[src/rtl/uart_pkg.sv]
// Shared types and frame-timing helper for the UART transmit path.
// No logic; consumed at elaboration by the arbiter and its submodules.
package uart_pkg;

    typedef enum logic [1:0] {
        IDLE  = 2'd0,
        ISSUE = 2'd1,
        HOLD  = 2'd2
    } state_t;

    // One start, one stop and one guard bit around the data bits.
    function automatic int frame_cycles(input int clock, input int baud, input int data);
        return (clock / baud) * (data + 3);
    endfunction

endpackage

[src/rtl/rr_arbiter.sv]
// Round-robin winner select with packet-lock override; one-hot output.
// Latency: purely combinational.
// Backpressure: none; a locked owner that is not requesting yields an all-zero grant.
module rr_arbiter import uart_pkg::*; #(
    parameter int N_REQ = 4,
    parameter int IW    = (N_REQ > 1) ? $clog2(N_REQ) : 1
) (
    input  logic [N_REQ-1:0] req,
    input  logic [IW-1:0]    mask_base,
    input  logic [N_REQ-1:0] lock_id,
    output logic [N_REQ-1:0] gnt
);

    logic found;

    always_comb begin
        gnt   = '0;
        found = 1'b0;
        if (|lock_id) begin
            gnt = lock_id & req;
        end else begin
            for (int k = 1; k <= N_REQ; k++) begin
                if (!found && req[(int'(mask_base) + k) % N_REQ]) begin
                    gnt[(int'(mask_base) + k) % N_REQ] = 1'b1;
                    found = 1'b1;
                end
            end
        end
    end

endmodule

[src/rtl/uart_tx_arbiter.sv]
// Shares one UART transmitter between N_REQ byte requesters, keeping packets contiguous.
// Latency: new_data pulses 1 cycle after the transfer edge; pulses at least FRAME_CYC+2 apart.
// Backpressure: req_ready only in IDLE, one-hot; requesters hold req_valid until accepted.
module uart_tx_arbiter import uart_pkg::*; #(
    parameter int N_REQ = 4,
    parameter int DATA  = 8,
    parameter int CLOCK = 50000000,
    parameter int BAUD  = 9600
) (
    input  logic                  clk,
    input  logic                  rst,
    input  logic [N_REQ-1:0]      req_valid,
    input  logic [N_REQ*DATA-1:0] req_data,
    input  logic [N_REQ-1:0]      req_last,
    output logic [N_REQ-1:0]      req_ready,
    output logic                  new_data,
    output logic [DATA-1:0]       data_in,
    output logic [N_REQ-1:0]      grant,
    output logic                  busy
);

    localparam int FRAME_CYC = frame_cycles(CLOCK, BAUD, DATA);
    localparam int CW        = $clog2(FRAME_CYC);
    localparam int IW        = (N_REQ > 1) ? $clog2(N_REQ) : 1;

    state_t            state, state_nxt;
    logic [CW-1:0]     cnt;
    logic              lock;
    logic [IW-1:0]     last_grant;
    logic [IW-1:0]     win_idx;
    logic [N_REQ-1:0]  win;
    logic [N_REQ-1:0]  lock_id;
    logic              xfer;

    // grant stays on the owner while locked, so it doubles as the lock target.
    assign lock_id = lock ? grant : '0;
    assign busy    = (state != IDLE);

    rr_arbiter #(.N_REQ(N_REQ), .IW(IW)) u_rr (
        .req       (req_valid),
        .mask_base (last_grant),
        .lock_id   (lock_id),
        .gnt       (win)
    );

    always_comb begin
        win_idx = '0;
        for (int i = 0; i < N_REQ; i++) begin
            if (win[i]) win_idx = IW'(i);
        end
    end

    always_ff @(posedge clk or negedge rst) begin
        if (!rst) state <= IDLE;
        else      state <= state_nxt;
    end

    always_comb begin
        state_nxt = state;
        req_ready = '0;
        new_data  = 1'b0;
        xfer      = 1'b0;
        case (state)
            IDLE: begin
                if (rst) req_ready = win;
                if (|win) begin
                    xfer      = 1'b1;
                    state_nxt = ISSUE;
                end
            end
            ISSUE: begin
                new_data  = 1'b1;
                state_nxt = HOLD;
            end
            HOLD: begin
                if (cnt == '0) state_nxt = IDLE;
            end
            default: state_nxt = IDLE;
        endcase
    end

    always_ff @(posedge clk or negedge rst) begin
        if (!rst) begin
            cnt        <= '0;
            lock       <= 1'b0;
            last_grant <= IW'(N_REQ - 1);
            data_in    <= '0;
            grant      <= '0;
        end else begin
            if (xfer) begin
                data_in    <= req_data[win_idx*DATA +: DATA];
                grant      <= win;
                last_grant <= win_idx;
                lock       <= ~req_last[win_idx];
            end
            if (state == ISSUE) begin
                cnt <= CW'(FRAME_CYC - 1);
            end else if (state == HOLD) begin
                if (cnt != '0)  cnt   <= cnt - 1'b1;
                else if (!lock) grant <= '0;
            end
        end
    end

endmodule

[config.mk]
export PLATFORM = sky130hd
export DESIGN_NAME = uart_tx_arbiter
export DESIGN_NICKNAME = d
export VERILOG_FILES = /design/src/rtl/uart_pkg.sv /design/src/rtl/rr_arbiter.sv /design/src/rtl/uart_tx_arbiter.sv
export SDC_FILE = /design/constraint.sdc
export NUM_CORES = 1
export LEC_CHECK = 0
export CAP_MARGIN = 30
export CORE_MARGIN = 10
export CORE_UTILIZATION = 30
export DETAILED_ROUTE_END_ITERATION = 8
export HOLD_SLACK_MARGIN = 0.12
export PLACE_DENSITY = 0.5
export SYNTH_ARGS = -nofsm -noshare
export SYNTH_HDL_FRONTEND = slang
export SYNTH_SLANG_ARGS = --single-unit
[constraint.sdc]
create_clock -name clk -period 7.2 [get_ports clk]
set_clock_uncertainty 0.1 [all_clocks]
set_input_delay 1.44 -clock clk [delete_from_list [all_inputs] [get_ports clk]]
set_output_delay 1.44 -clock clk [all_outputs]
set_load 0.03 [all_outputs]
==> impl_metrics.py, run 1 <==
metrics = {
    "timing": {
        "period_needed_ns": 6.05,
        "timing.fmax_mhz": 165,
        "setup_viol": 0,
        "rsz0062_at_grt": "false",
        "fin_crit_sh_pct": 84.0,
        "timing.final.ws_setup_ns": 1.15,
        "max_slew.worst_pin.slew_ns": 0.907,
        "tns_ns": 0,
        "maxSlewHeadroom_pct": 39.2,
        "drv_slew": 0,
        "hold_viol_final": 0,
    },
    "global_route": {
        "grt_max_degree": 35,
        "antenna_found_initial": 0,
        "grt_pass1_wl_um": 12900,
        "grt_pass1_vias": 2470,
        "grt_usage_pct": 12.0,
        "overflow": 0,
    },
    "yosys": {
        "synth_cell_types": 55,
        "synth-simple-area-share_pct": 19.5,
        "syn-num-nets": 347,
        "muxShareOfSynthArea_pct": 6.78,
        "ys_warn_count": 0,
        "synth_top_family_by_area": "compound AO/OA/AOI/OAI gates",
        "synthArstFlopShare_pct": 100,
        "synth-seq-cells": 33,
        "synth.avg_cell_area_sq_um": 8.69,
        "synthAdderAreaFrac_pct": 5.90,
        "synth_edf_count": 0,
        "synth_compound_area_share_pct": 23.7,
        "yosysSeqAreaShare_pct": 32.5,
        "syn-cell-area_sq_um": 2550,
        "syn_inst": 293,
        "synthXorXnorAreaFrac_pct": 3.44,
        "synth-main-ff-cell": "dfrtp_1",
    },
    "detailed_routing": {
        "dr.pass1.iters": 4,
        "wl_per_cell_um": 16.9,
        "postRouteAntennaNets": 0,
        "drcViolationCount": 0,
        "vias_per_cell": 5.23,
        "drtIter0Drc": 102,
        "vias": 2366,
        "drt_wl_total_um": 7620,
    },
    "cts": {
        "cts_hold_buffers": 0,
        "cts_sinks": 33,
        "cts_tree": "yes",
        "cts_buffers": 5,
        "insertion_delay_ns": 0.28,
        "clk_path_buf_depth": 2,
        "clk_pin_slew_worst_paths_ns": 0.07,
        "cts_resized": 0,
        "cts-root-buf": "clkbuf_8",
        "postCtsSetupRepairBufs": 0,
        "h-tree-depth": 2,
    },
    "placed_design": {
        "portBuffers": 59,
        "place_inst": 444,
        "place_ws_ns": 1.19,
        "place.gp.congestion": 0.866,
        "dp_hpwl_um": 5550,
        "placed_cell_area_sq_um": 3220,
    },
    "finish": {
        "nets": 400,
        "fillers": 841,
        "final_cell_mix": "59 x clkdlybuf4s50_1, 31 x dfrtp_1, 29 x inv_1",
        "finalInstanceArea_sq_um": 3320,
        "syn2layout_area_growth_pct": 30.3,
        "drive_gt1_share_pct": 7.49,
        "diodes": 0,
        "instances_no_fill": 452,
        "layout_commonest_cell": "clkdlybuf4s50_1",
    },
    "power_and_ir_drop": {
        "power_mw": 1.69,
        "power.density_nw_per_um2": 508,
        "ir_worst_vdd_mv": 0.169,
        "p_leak_nw": 1.34,
    },
    "worst_setup_path": {
        "endpoint_kind": "output port",
        "ff2ff_path_depth": 10,
        "required_ns": 5.66,
        "startpoint_type": "input pin",
        "path_max_fanout": 19,
        "critical_path_class": "input pin to output port",
        "worstPathArrival_ns": 4.51,
    },
    "floorplan": {
        "fp.dieH_um": 112,
        "die_w_um": 112,
        "rows": 33,
        "die_area_sq_um": 12600,
        "start_util_pct": 30.8,
        "design.core.area_sq_um": 8260,
        "io-pin-count": 60,
    },
    "min_path": {
        "worstHoldPathCells": 1,
        "hold_class": "flop to flop",
    },
    "flow_run": {
        "max-cap-violations": 0,
    },
    "status": {
        "status": "completed",
    },
}
-- cell usage after synthesis (all sizes together), types with 2 or more instances --
master,instances,area [sq um]
or3b,2,17.5
nand3,7,35.0
dfstp,2,52.6
ha,12,150
mux4,3,67.6
and3,7,43.8
or4,10,75.1
o2111ai,8,70.1
nor4,5,31.3
buf,10,67.6
dfrtp,31,776
nor2,19,71.3
o41ai,2,25.0
nand2,19,71.3
a31o,3,35.0
a21o,9,67.6
and2,2,12.5
clkbuf,8,30.0
mux2i,6,60.1
a21oi,18,90.1
o21ai,18,90.1
a31oi,5,31.3
nand2b,3,18.8
mux2,4,45.0
xor2,3,26.3
or3,4,25.0
a32oi,8,70.1
o31ai,2,15.0
o211ai,2,15.0
inv,29,109
xnor2,7,61.3
nor3,8,40.0
-- layout make-up --
| cell class | count | area [sq um] | area share (%) |
|---|---|---|---|
| Sequential cell | 33 | 828 | 25.0 |
| Multi-Input combinational cell | 213 | 1520 | 45.8 |
| Timing Repair Buffer | 64 | 628 | 18.9 |
| Tap cell | 105 | 131 | 3.96 |
| Clock inverter | 1 | 5.00 | 0.151 |
| Clock buffer | 7 | 96.3 | 2.90 |
| Inverter | 29 | 109 | 3.28 |
-- power breakdown --
group | switching [mW] | internal, mW
registers | 0.0899 | 0.272
clock network | 0.0687 | 0.0864
logic | 0.696 | 0.474
total | 0.854 | 0.832
-- logic make-up (layout without fill, tap and decap cells) --
logic type / Yosys count / in the layout
flip-flops: 33 / 33
AO/OA/AOI/OAI: 85 / 85
buffers and inverters: 47 / 101
adder cells (fa/ha/maj): 12 / 12
multiplexers: 13 / 13
XOR/XNOR: 10 / 10
AND/OR/NAND/NOR: 93 / 93
-- registers in the layout (all words and copies together) (netlist names) --
register,flops
state,2
data_in,8
cnt,16
lock,1
last_grant,2
grant,4
-- critical path: stages --
cell and delay, ns:
clkdlybuf4s50_1 0.55, mux4_2 0.62, inv_1 0.12, o21ai_0 0.08, o21ai_1 0.74, nor2_1 0.12, nor2_1 0.14, clkdlybuf4s50_1 0.68
-- layer usage --
| metal | global-route usage (%) | vias to the layer above | part of all wire [%] |
|---|---|---|---|
| met5 | 0 | - | 0 |
| met4 | 3.13 | 0 | 1.2 |
| met3 | 2.08 | 8 | 3.1 |
| met2 | 19.3 | 45 | 47 |
| met1 | 16.3 | 1128 | 49 |
| li1 | - | 1185 | - |
-- worst paths after layout --
kind                                            from                   endpoint  slack, ns
max reg2reg                last_grant[0]$_DFFE_PN1N_  last_grant[0]$_DFFE_PN1N_       3.28
max in group asynchronous                        rst  last_grant[0]$_DFFE_PN1N_       5.19
max                                     req_valid[2]               req_ready[2]       1.15
min reg2reg                       cnt[1]$_DFFE_PN0P_         cnt[1]$_DFFE_PN0P_       0.40
min in group asynchronous                        rst         cnt[1]$_DFFE_PN0P_       1.46
min                               cnt[1]$_DFFE_PN0P_         cnt[1]$_DFFE_PN0P_       0.40
-- through the flow --
step           hold slack [ns]  util (%)
5_1_grt                  0.436      40.2
2_1_floorplan            0.354         -
4_1_cts                  0.400      40.2
3_3_place_gp             0.383      38.9
3_5_place_dp             0.386      38.9
6_report                 0.399      40.2
(Power assumes the default switching activity.)
==> run 2: changes to the inputs <==
- clock period: 7.2 -> 5.9 ns (I/O delays scaled with it)
==> run 2 against run 1 <==
Net effect: clock power is 38% higher; die area did not move; sequential cell count stayed put; wire length fell by 0.50%; global-route usage down 0.15 points; cell count grew 0.44%; critical path depth grew 1; worst setup slack worse by 0.47 ns; combinational power rose by 23%.
==> impl_metrics.py, run 2 (synthesized netlist as in run 1, its figures left out) <==
metrics = {
    "floorplan": {
        "rows": 33,
        "die_area_sq_um": 12600,
        "design.core.area_sq_um": 8260,
        "die_w_um": 112,
        "io-pin-count": 60,
        "start_util_pct": 30.8,
        "fp.dieH_um": 112,
    },
    "worst_setup_path": {
        "path_max_fanout": 19,
        "endpoint_kind": "output port",
        "rrSetupSlack_ns": 2.01,
        "worstPathArrival_ns": 3.93,
        "critical_path_class": "input pin to output port",
        "required_ns": 4.62,
        "startpoint_type": "input pin",
    },
    "finish": {
        "fillers": 854,
        "diodes": 0,
        "drive_gt1_share_pct": 8.02,
        "top_register": "cnt",
        "finalInstanceArea_sq_um": 3350,
        "syn2layout_area_growth_pct": 31.4,
        "nets": 402,
        "reg.largest.list": "cnt x16, data_in x8, grant x4",
        "largest_reg_flops": 16,
        "layout_commonest_cell": "clkdlybuf4s50_1",
        "final_cell_mix": "59 x clkdlybuf4s50_1, 31 x dfrtp_1, 29 x inv_1",
    },
    "power_and_ir_drop": {
        "p_leak_nw": 1.35,
        "power_mw": 2.09,
        "power.density_nw_per_um2": 624,
        "ir_worst_vdd_mv": 0.225,
    },
    "detailed_routing": {
        "dr.pass1.iters": 4,
        "wl_per_cell_um": 16.7,
        "drtIter0Drc": 67,
        "drt_wl_total_um": 7580,
        "postRouteAntennaNets": 0,
        "vias": 2358,
        "drcViolationCount": 0,
        "vias_per_cell": 5.19,
    },
    "placed_design": {
        "dp_hpwl_um": 5700,
        "place.gp.congestion": 0.837,
        "portBuffers": 59,
        "placed_cell_area_sq_um": 3230,
    },
    "global_route": {
        "grt_pass1_wl_um": 12600,
        "grt_usage_pct": 11.9,
        "grt_max_degree": 34,
        "antenna_found_initial": 0,
        "overflow": 0,
        "grt_pass1_vias": 2407,
    },
    "cts": {
        "postCtsSetupRepairBufs": 0,
        "cts_buffers": 5,
        "clk_path_buf_depth": 2,
        "cts_resized": 0,
        "clk_pin_slew_worst_paths_ns": 0.07,
        "cts-root-buf": "clkbuf_8",
        "h-tree-depth": 2,
        "cts_sinks": 33,
        "cts_hold_buffers": 0,
        "cts_tree": "yes",
        "insertion_delay_ns": 0.28,
    },
    "timing": {
        "drv_slew": 0,
        "setup_viol": 0,
        "fin_crit_sh_pct": 88.3,
        "rsz0062_at_grt": "false",
        "hold_viol_final": 0,
        "max_slew.worst_pin.slew_ns": 0.671,
        "timing.fmax_mhz": 192,
        "maxSlewHeadroom_pct": 55.3,
        "tns_ns": 0,
        "period_needed_ns": 5.21,
        "timing.hold.ws_ns": 0.391,
    },
    "flow_run": {
        "max-cap-violations": 0,
    },
    "status": {
        "status": "completed",
    },
    "min_path": {
        "hold_class": "flop to flop",
    },
}
==> run 2: final timing paths <==
kind | from | to | depth (start not counted)
max | req_valid[2] | req_ready[2] | 9
min | cnt[2]$_DFFE_PN0P_ | cnt[2]$_DFFE_PN0P_ | 1
max reg2reg | last_grant[0]$_DFFE_PN1N_ | last_grant[0]$_DFFE_PN1N_ | 10
min reg2reg | cnt[2]$_DFFE_PN0P_ | cnt[2]$_DFFE_PN0P_ | 1
max in group asynchronous | rst | last_grant[1]$_DFFE_PN1N_ | 2
min in group asynchronous | rst | cnt[4]$_DFFE_PN0P_ | 2
==> run 2: critical path: stages <==
cell             delay (ns)
clkdlybuf4s50_1        0.62
or3b_1                 0.37
a2111o_1               0.43
nand2_1                0.11
and3_1                 0.16
buf_4                  0.18
nor2_1                 0.08
nor2_1                 0.12
clkdlybuf4s50_1        0.69
==> run 2: power breakdown <==
part           leakage [nW]  switching (mW)  internal, mW  total, mW
clock network        0.0543          0.0876         0.126      0.214
registers             0.368           0.108         0.331      0.439
logic                 0.924           0.848         0.588       1.44
==> run 2: final cells by class <==
cell class	count	area, sq um	share of cell area (%)
clock buffers	5	68.8	2.06
well taps	105	131	3.93
flip-flops and latches	33	828	24.8
repair buffers	66	643	19.2
inverters	29	109	3.25
clock inverters	3	46.3	1.38
multi-input cells	213	1520	45.4
==> run 2: metal layers <==
layer / GRT usage, % / routed length [um] / part of all wire (%) / vias up
li1: - / - / - / 1198
met1: 15.9 / 3720 / 49 / 1117
met2: 19.5 / 3600 / 47 / 41
met3: 2.29 / 249 / 3.3 / 2
met4: 2.28 / 8 / 0.11 / 0
met5: 0 / 0 / 0 / -
==> run 2: stage by stage <==
step           setup slack, ns  cells  util [%]
4_1_cts                  0.685    454      40.5
3_5_place_dp             0.689    446      39.1
6_report                 0.689    454      40.5
5_1_grt                  0.543    454      40.5
3_3_place_gp             0.728    446      39.1
2_1_floorplan             1.58    293         -
